**config.mk**
```make
export PLATFORM = sky130hd
export DESIGN_NAME = sdr_xfr_responder_flat
export DESIGN_NICKNAME = d
export VERILOG_FILES = /design/src/rtl/sdr_xfr_responder_if.sv /design/src/rtl/sdr_xfr_responder.sv /design/src/flat_wrapper.sv
export SDC_FILE = /design/constraint.sdc
export NUM_CORES = 1
export LEC_CHECK = 0
export CORE_UTILIZATION = 40
export DETAILED_ROUTE_END_ITERATION = 10
export GPL_TIMING_DRIVEN = 0
export SYNTH_ARGS = -nofsm -noshare
export SYNTH_HDL_FRONTEND = slang
export SYNTH_SLANG_ARGS = --single-unit
```
**constraint.sdc**
```tcl
create_clock -name clk -period 4.65 [get_ports clk]
set_input_delay 0.465 -clock clk [delete_from_list [all_inputs] [get_ports clk]]
set_output_delay 0.465 -clock clk [all_outputs]
set_load 0.03 [all_outputs]
```
**src/rtl/sdr_xfr_responder_if.sv**
```systemverilog
// Transfer-interface bundle between the SDRAM bus-width converter (master)
// and the memory-side responder (slave).
interface sdr_xfr_responder_if #(
  parameter int AW = 4
);
  logic [1:0]    sdr_width;
  logic          wr_req;
  logic          rd_req;
  logic [AW-1:0] xfr_addr;
  logic [2:0]    xfr_len;
  logic          req_ack;
  logic          busy;
  logic [31:0]   a2x_wrdt;
  logic          x2a_wrstart;
  logic          x2a_wrnext;
  logic          x2a_wrlast;
  logic [31:0]   x2a_rddt;
  logic          x2a_rdstart;
  logic          x2a_rdok;
  logic          x2a_rdlast;

  modport master (
    output sdr_width, wr_req, rd_req, xfr_addr, xfr_len, a2x_wrdt,
    input  req_ack, busy, x2a_wrstart, x2a_wrnext, x2a_wrlast,
    input  x2a_rddt, x2a_rdstart, x2a_rdok, x2a_rdlast
  );

  modport slave (
    input  sdr_width, wr_req, rd_req, xfr_addr, xfr_len, a2x_wrdt,
    output req_ack, busy, x2a_wrstart, x2a_wrnext, x2a_wrlast,
    output x2a_rddt, x2a_rdstart, x2a_rdok, x2a_rdlast
  );
endinterface

```
**src/rtl/sdr_xfr_responder.sv**
```systemverilog
// Memory-side responder for the SDRAM width converter: packs 8/16/32-bit beats into
// a small word store and returns words as beats. Define SDR_RESP_GAP_EN for inter-word gaps.
module sdr_xfr_responder #(
  parameter int DEPTH = 16,
  parameter int AW    = 4
) (
  input logic               clk,
  input logic               reset,
  sdr_xfr_responder_if.slave bus
);

  typedef enum logic [1:0] {
    ST_IDLE = 2'd0,
    ST_WR   = 2'd1,
    ST_RD   = 2'd2
`ifdef SDR_RESP_GAP_EN
    , ST_GAP = 2'd3
`endif
  } state_t;

  // Index of the last beat in a word for a given width mode.
  function automatic logic [1:0] beat_max(input logic [1:0] width);
    logic [1:0] res;
    case (width)
      2'b00:   res = 2'd0;
      2'b01:   res = 2'd1;
      default: res = 2'd3;
    endcase
    return res;
  endfunction

  // Insert the low beat bits of data into the lane of old picked by beat.
  function automatic logic [31:0] merge_beat(input logic [31:0] old, input logic [31:0] data,
                                             input logic [1:0] width, input logic [1:0] beat);
    logic [31:0] res;
    res = old;
    case (width)
      2'b00: res = data;
      2'b01: begin
        if (beat[0]) res[31:16] = data[15:0];
        else         res[15:0]  = data[15:0];
      end
      default: begin
        case (beat)
          2'd0:    res[7:0]   = data[7:0];
          2'd1:    res[15:8]  = data[7:0];
          2'd2:    res[23:16] = data[7:0];
          default: res[31:24] = data[7:0];
        endcase
      end
    endcase
    return res;
  endfunction

  // Right-justified lane of word selected by beat, upper bits zero.
  function automatic logic [31:0] slice_beat(input logic [31:0] word, input logic [1:0] width,
                                             input logic [1:0] beat);
    logic [31:0] res;
    case (width)
      2'b00: res = word;
      2'b01: res = beat[0] ? {16'h0000, word[31:16]} : {16'h0000, word[15:0]};
      default: begin
        case (beat)
          2'd0:    res = {24'h000000, word[7:0]};
          2'd1:    res = {24'h000000, word[15:8]};
          2'd2:    res = {24'h000000, word[23:16]};
          default: res = {24'h000000, word[31:24]};
        endcase
      end
    endcase
    return res;
  endfunction

  state_t        state_r, state_s;
  logic [1:0]    width_r, width_s;
  logic [AW-1:0] addr_r, addr_s;
  logic [2:0]    len_r, len_s;
  logic [1:0]    beat_r, beat_s;
  logic [2:0]    word_r, word_s;
`ifdef SDR_RESP_GAP_EN
  logic          dir_wr_r, dir_wr_s;
`endif

  logic [31:0]   asm_r;
  logic [31:0]   asm_s;
  logic          commit_s;
  logic [AW-1:0] waddr_s;
  logic [AW-1:0] raddr_s;
  logic [31:0]   mem_r [DEPTH];

  logic          busy_r, busy_s;
  logic          wrstart_r, wrstart_s;
  logic          wrnext_r, wrnext_s;
  logic          wrlast_r, wrlast_s;
  logic          rdstart_r, rdstart_s;
  logic          rdok_r, rdok_s;
  logic          rdlast_r, rdlast_s;
  logic [31:0]   rddt_r, rddt_s;
  logic          first_s, last_s;

  // Reset gates the combinational acknowledge so every output reads 0 while it is held.
  assign bus.req_ack     = (state_r == ST_IDLE) && (bus.wr_req || bus.rd_req) && !reset;
  assign bus.busy        = busy_r;
  assign bus.x2a_wrstart = wrstart_r;
  assign bus.x2a_wrnext  = wrnext_r;
  assign bus.x2a_wrlast  = wrlast_r;
  assign bus.x2a_rddt    = rddt_r;
  assign bus.x2a_rdstart = rdstart_r;
  assign bus.x2a_rdok    = rdok_r;
  assign bus.x2a_rdlast  = rdlast_r;

  // Next-state and counter logic; counters describe the beat presented in the next cycle.
  always_comb begin
    state_s = state_r;
    width_s = width_r;
    addr_s  = addr_r;
    len_s   = len_r;
    beat_s  = beat_r;
    word_s  = word_r;
`ifdef SDR_RESP_GAP_EN
    dir_wr_s = dir_wr_r;
`endif
    case (state_r)
      ST_IDLE: begin
        if (bus.wr_req || bus.rd_req) begin
          state_s = bus.wr_req ? ST_WR : ST_RD;
          width_s = bus.sdr_width;
          addr_s  = bus.xfr_addr;
          len_s   = bus.xfr_len;
          beat_s  = 2'd0;
          word_s  = 3'd0;
`ifdef SDR_RESP_GAP_EN
          dir_wr_s = bus.wr_req;
`endif
        end else begin
          state_s = ST_IDLE;
        end
      end
      ST_WR, ST_RD: begin
        if (beat_r == beat_max(width_r)) begin
          beat_s = 2'd0;
          if (word_r == len_r) begin
            state_s = ST_IDLE;
            word_s  = 3'd0;
          end else begin
            word_s = word_r + 3'd1;
`ifdef SDR_RESP_GAP_EN
            state_s = ST_GAP;
`endif
          end
        end else begin
          beat_s = beat_r + 2'd1;
        end
      end
`ifdef SDR_RESP_GAP_EN
      ST_GAP: begin
        state_s = dir_wr_r ? ST_WR : ST_RD;
      end
`endif
      default: begin
        state_s = ST_IDLE;
      end
    endcase
  end

  // Registered strobes and read data derived from the upcoming beat position.
  always_comb begin
    first_s   = (beat_s == 2'd0) && (word_s == 3'd0);
    last_s    = (beat_s == beat_max(width_s)) && (word_s == len_s);
    raddr_s   = addr_s + AW'(word_s);
    busy_s    = (state_s != ST_IDLE);
    wrnext_s  = (state_s == ST_WR);
    wrstart_s = wrnext_s && first_s;
    wrlast_s  = wrnext_s && last_s;
    rdok_s    = (state_s == ST_RD);
    rdstart_s = rdok_s && first_s;
    rdlast_s  = rdok_s && last_s;
    if (rdok_s) begin
      rddt_s = slice_beat(mem_r[raddr_s], width_s, beat_s);
    end else begin
      rddt_s = 32'h0000_0000;
    end
  end

  // Write assembly: the beat on the bus in a WR cycle completes the word on its final lane.
  always_comb begin
    asm_s    = merge_beat(asm_r, bus.a2x_wrdt, width_r, beat_r);
    waddr_s  = addr_r + AW'(word_r);
    commit_s = (state_r == ST_WR) && (beat_r == beat_max(width_r));
  end

  // FSM, transfer context and output registers.
  always_ff @(posedge clk or posedge reset) begin
    if (reset) begin
      state_r   <= ST_IDLE;
      width_r   <= 2'b00;
      addr_r    <= '0;
      len_r     <= 3'd0;
      beat_r    <= 2'd0;
      word_r    <= 3'd0;
`ifdef SDR_RESP_GAP_EN
      dir_wr_r  <= 1'b0;
`endif
      asm_r     <= 32'h0000_0000;
      busy_r    <= 1'b0;
      wrstart_r <= 1'b0;
      wrnext_r  <= 1'b0;
      wrlast_r  <= 1'b0;
      rdstart_r <= 1'b0;
      rdok_r    <= 1'b0;
      rdlast_r  <= 1'b0;
      rddt_r    <= 32'h0000_0000;
    end else begin
      state_r   <= state_s;
      width_r   <= width_s;
      addr_r    <= addr_s;
      len_r     <= len_s;
      beat_r    <= beat_s;
      word_r    <= word_s;
`ifdef SDR_RESP_GAP_EN
      dir_wr_r  <= dir_wr_s;
`endif
      if (state_r == ST_WR) begin
        asm_r <= asm_s;
      end
      busy_r    <= busy_s;
      wrstart_r <= wrstart_s;
      wrnext_r  <= wrnext_s;
      wrlast_r  <= wrlast_s;
      rdstart_r <= rdstart_s;
      rdok_r    <= rdok_s;
      rdlast_r  <= rdlast_s;
      rddt_r    <= rddt_s;
    end
  end

  // Word store; deliberately not reset so committed words survive a reset.
  always_ff @(posedge clk) begin
    if (commit_s) begin
      mem_r[waddr_s] <= asm_s;
    end
  end

endmodule

```
**src/flat_wrapper.sv**
```systemverilog
// flat-port wrapper written by rule: the top's interface ports become plain ports
module sdr_xfr_responder_flat 
#(
  parameter int DEPTH = 16,
  parameter int AW    = 4
)
  (clk, reset, bus_sdr_width, bus_wr_req, bus_rd_req, bus_xfr_addr, bus_xfr_len, bus_a2x_wrdt, bus_req_ack, bus_busy, bus_x2a_wrstart, bus_x2a_wrnext, bus_x2a_wrlast, bus_x2a_rddt, bus_x2a_rdstart, bus_x2a_rdok, bus_x2a_rdlast);
  sdr_xfr_responder_if #(.AW(AW)) bus_i ();
  input logic clk;
  input logic reset;
  input wire logic [$bits(bus_i.sdr_width)-1:0] bus_sdr_width;
  input wire logic [$bits(bus_i.wr_req)-1:0] bus_wr_req;
  input wire logic [$bits(bus_i.rd_req)-1:0] bus_rd_req;
  input wire logic [$bits(bus_i.xfr_addr)-1:0] bus_xfr_addr;
  input wire logic [$bits(bus_i.xfr_len)-1:0] bus_xfr_len;
  input wire logic [$bits(bus_i.a2x_wrdt)-1:0] bus_a2x_wrdt;
  output wire logic [$bits(bus_i.req_ack)-1:0] bus_req_ack;
  output wire logic [$bits(bus_i.busy)-1:0] bus_busy;
  output wire logic [$bits(bus_i.x2a_wrstart)-1:0] bus_x2a_wrstart;
  output wire logic [$bits(bus_i.x2a_wrnext)-1:0] bus_x2a_wrnext;
  output wire logic [$bits(bus_i.x2a_wrlast)-1:0] bus_x2a_wrlast;
  output wire logic [$bits(bus_i.x2a_rddt)-1:0] bus_x2a_rddt;
  output wire logic [$bits(bus_i.x2a_rdstart)-1:0] bus_x2a_rdstart;
  output wire logic [$bits(bus_i.x2a_rdok)-1:0] bus_x2a_rdok;
  output wire logic [$bits(bus_i.x2a_rdlast)-1:0] bus_x2a_rdlast;
  assign bus_i.sdr_width = bus_sdr_width;
  assign bus_i.wr_req = bus_wr_req;
  assign bus_i.rd_req = bus_rd_req;
  assign bus_i.xfr_addr = bus_xfr_addr;
  assign bus_i.xfr_len = bus_xfr_len;
  assign bus_i.a2x_wrdt = bus_a2x_wrdt;
  assign bus_req_ack = bus_i.req_ack;
  assign bus_busy = bus_i.busy;
  assign bus_x2a_wrstart = bus_i.x2a_wrstart;
  assign bus_x2a_wrnext = bus_i.x2a_wrnext;
  assign bus_x2a_wrlast = bus_i.x2a_wrlast;
  assign bus_x2a_rddt = bus_i.x2a_rddt;
  assign bus_x2a_rdstart = bus_i.x2a_rdstart;
  assign bus_x2a_rdok = bus_i.x2a_rdok;
  assign bus_x2a_rdlast = bus_i.x2a_rdlast;
  sdr_xfr_responder #(.DEPTH(DEPTH), .AW(AW)) u_core (.clk(clk), .reset(reset), .bus(bus_i));
endmodule
```
==> reports/results.tsv <==
stage	metric	value	unit
outcome	run status	finished, final reports clean	
clock_tree	Clock Latency Late Sink	0.63	ns
floorplanning	Die Wd	248	µm
clock_tree	TritonCTS clock tree	done	
global_route	number of global-route vias before repair	13200	
detailed_routing	Pre-Repair DR Iteration Count	7	
yosys	Synth Area in XOR/XNOR	0.00574	
floorplanning	Ports	85	
yosys	most frequent cells after synthesis	edfxtp_1 (512), mux4_2 (137), dfrtp_1 (87)	
final_layout	Multi-input gate area	6420	µm²
yosys	Synth area leaders	edfxtp_1 (64%), mux4_2 (13%), dfrtp_1 (9.0%)	
global_route	initial antenna violation count	0	
pwr	Switch Pwr	9.11	mW
pwr	Sw Share	0.383	
final_layout	Final #Nets	1481	
clock_tree	H-tree depth	2	
sta	fin crit share	0.980	
floorplanning	CORE AREA	59400	µm²
setup_path	reg-to-reg startpoint	u_core.state_r[1]	
sta	min cycle time layout	4.55	ns
yosys	top-area cell type share of the netlist area	0.636	
hold_path	Worst Hold Class	in2async	
yosys	Post-Synth Adder-Cell Area	0.00890	
setup_path	Crit Path Max Fanout	10	
sta	Worst slew margin	0.0840	
sta	setup TNS	0	ns
setup_path	Worst EP required	5.14	ns
setup_path	CP Launch Point	u_core.state_r[1]	
yosys	Post-synth EDFFs	512	
sta	Final setup viols	0	
detailed_routing	DR WL/cell	28.4	µm
placement	DP Area	26700	µm²
yosys	synth unique cells	64	
clock_tree	CTS Buffer Depth	3	
sta	Tightest Pin Transition	1.37	ns
sta	Final WS setup	0.0953	ns
sta	Max Clk Rate	220	MHz
yosys	synth warn	0	
yosys	Async S/R FF share, synth	0.145	
yosys	synthesized flop and latch total	599	
floorplanning	initial core utilization	0.407	
sta	Final Max Slew Viols	0	
flow_run	max_cap viols	0	
yosys	post-synthesis net count	1304	
yosys	area leader, netlist	edfxtp_1	
yosys	Mapped Cells	1243	
sta	Hold Slack	0.252	ns
yosys	Synth Area in Simple Gates	0.0331	
setup_path	worst setup path class	reg2reg	
yosys	commonest register cell after synthesis	edfxtp_1	
setup_path	reg2reg end	u_core.bus.x2a_rddt[0]	
final_layout	ratio of cells with drive above 1 in the final layout	0.261	
yosys	synthesized area per cell	19.5	µm²
global_route	GRT Residual Overflow	0	
pwr	sequential share of power	0.320	
detailed_routing	DRC errors left	0	
pwr	Power Internal	14.7	mW
clock_tree	CTS Hold Buffers Added	0	
final_layout	Area growth, synth to finish	19.0	%
pwr	power density over the cells	827	nW/µm²
clock_tree	Sink Count	599	
pwr	Pwr Total	23.8	mW
detailed_routing	DRT antenna net count	0	
yosys	post-synthesis mux area share	0.174	
pwr	Combinational Power Share	0.487	
sta	final hold violation count	0	
detailed_routing	routed vias	13000	
clock_tree	cts bufs inserted	61	
detailed_routing	Starting DRT DRC Count	1493	
final_layout	register area	17600	µm²
setup_path	WP data arrival	5.04	ns
placement	post-DP HPWL	43100	µm
setup_path	reg-to-reg setup timing slack	0.1	ns
final_layout	finished layout cell area	28800	µm²
global_route	first-pass GRT wire length	92800	µm
yosys	synthesized cell area	24200	µm²
detailed_routing	Vias/cell	5.80	
setup_path	CP Launch Type	register	
placement	buffers added on ports	84	
yosys	largest family of logic cells by synthesized area	multiplexers	
setup_path	CP endpoint kind	register	
floorplanning	row count	89	
detailed_routing	Post-Route WL	63900	µm
yosys	sequential-to-total area share from yosys stat	0.726	
setup_path	Worst R2R Path Depth	16	
pwr	Leak	9.79	nW
final_layout	fillers	4856	
global_route	aggregate global-route resource usage	0.215	
clock_tree	Worst-path clk slew	0.07	ns
pwr	worst vdd ir	0.000476	V
pwr	Clock Power Share	0.193	
sta	final setup skew	0.0189	ns
clock_tree	CTS root buf	clkbuf_16	
floorplanning	die height	248	µm
placement	dpl ws	-1.09	ns
global_route	largest net degree at the start of global routing	55	
yosys	top-count cell post-synth	edfxtp_1	
floorplanning	die footprint	61400	µm²
placement	RePlAce Congestion	0.864	
yosys	post-synthesis compound-gate area fraction	0.0345	
==> cell families (layout without fill, tap and decap cells) <==
logic type               after synthesis  in the layout
AND/OR/NAND/NOR                      166            166
flip-flops                           599            599
multiplexers                         241            241
buffers and inverters                 88            318
AO/OA/AOI/OAI                        121            121
other                                  0              2
adder cells (fa/ha/maj)               16             16
XOR/XNOR                              12             12
==> layout by cell type, fill, tap and decap left out, types with 5 or more instances in the layout <==
| cell | count |
|---|---|
| a211oi_1 | 5 |
| a21oi_1 | 41 |
| a222oi_1 | 15 |
| a22oi_1 | 5 |
| and3_1 | 23 |
| buf_12 | 12 |
| buf_16 | 12 |
| buf_2 | 12 |
| buf_4 | 17 |
| buf_6 | 11 |
| clkbuf_1 | 26 |
| clkbuf_16 | 63 |
| clkdlybuf4s50_1 | 84 |
| clkinv_1 | 19 |
| clkinv_2 | 16 |
| dfrtp_1 | 87 |
| edfxtp_1 | 512 |
| ha_1 | 13 |
| inv_1 | 25 |
| mux2_2 | 37 |
| mux2i_1 | 56 |
| mux2i_2 | 7 |
| mux4_2 | 139 |
| nand2_1 | 33 |
| nand2b_1 | 5 |
| nand3_1 | 9 |
| nor2_1 | 52 |
| nor2_4 | 16 |
| nor4_1 | 5 |
| o21ai_1 | 5 |
| o22ai_1 | 7 |
| o31ai_1 | 7 |
| o31ai_2 | 5 |
| xnor2_1 | 6 |
==> stage by stage <==
step / cells / utilization
2_1_floorplan: 1243 / -
3_3_place_gp: 2100 / 0.438
3_5_place_dp: 2125 / 0.450
4_1_cts: 2245 / 0.483
5_1_grt: 2246 / 0.485
6_report: 2248 / 0.485
==> worst max path at each step <==
stage	endpoint	slack [ns]	cells after the start
after floorplan	u_core.bus.x2a_rddt[3]	0.63	15
after global placement	u_core.mem_r[3][8]	-1.54	6
after detailed placement	u_core.bus.x2a_rddt[3]	-1.09	14
after CTS	u_core.bus.x2a_rddt[3]	-0.01	15
after global routing	u_core.bus.x2a_rddt[3]	-0.01	16
final	u_core.bus.x2a_rddt[0]	0.1	16
==> per-layer routing <==
layer / GRT usage / up-vias / wire length [µm]
li1: - / 5434 / -
met1: 0.322 / 6861 / 28200
met2: 0.314 / 639 / 28200
met3: 0.0396 / 111 / 5640
met4: 0.0727 / 0 / 1890
met5: 0 / - / 0
==> state kept, by name (all words and copies together) (netlist names) <==
name	cells
u_core.len_r	3
u_core.state_r	2
u_core.width_r	2
u_core.word_r	3
u_core.bus.x2a_rdstart	1
u_core.bus.x2a_wrnext	1
u_core.asm_r	32
u_core.bus.x2a_wrlast	1
u_core.bus.x2a_wrstart	1
u_core.bus.x2a_rdok	1
u_core.beat_r	2
u_core.bus.x2a_rddt	32
u_core.bus.busy	1
u_core.mem_r	512
u_core.bus.x2a_rdlast	1
u_core.addr_r	4
==> worst max-delay path: stages (launching register included) <==
cell and delay, ns:
dfrtp_1 0.41, inv_1 0.08, ha_1 0.28, nor3b_1 0.21, or2_1 0.28, o21a_1 0.24, or2_2 0.33, fa_1 0.57
xor2_4 0.21, buf_12 0.15, buf_4 0.18, buf_4 0.20, mux4_2 0.23, mux2i_1 0.08, mux2i_1 0.35, o22ai_1 0.21
o31ai_2 0.40
==> area by class of cell <==
cell class	instances	area share
clock buffer	78	0.0578
tap	773	0.0336
timing repair buffer	114	0.0511
sequential	599	0.610
clock inverter	38	0.00700
inverter	28	0.00374
multi-input combinational	556	0.223
antenna	2	0.000174
buffer	60	0.0135
==> power by group through the flow <==
stage	sequential [mW]	clock (mW)	combinational, mW
4_1_cts	7.60	4.67	11.4
6_report	7.61	4.60	11.6
3_3_place_gp	7.71	0	10.7
2_1_floorplan	7.80	0	7.21
3_5_place_dp	7.71	0	11.1
5_1_grt	7.65	4.86	12.3
==> timing repair <==
item | 4_1_cts | 5_1_grt
resized for setup | 21 | 32
pin swaps | 2 | 0
setup endpoints to repair | 29 | 13
setup buffers | 4 | 0
Power figures use the tool's default switching activity.
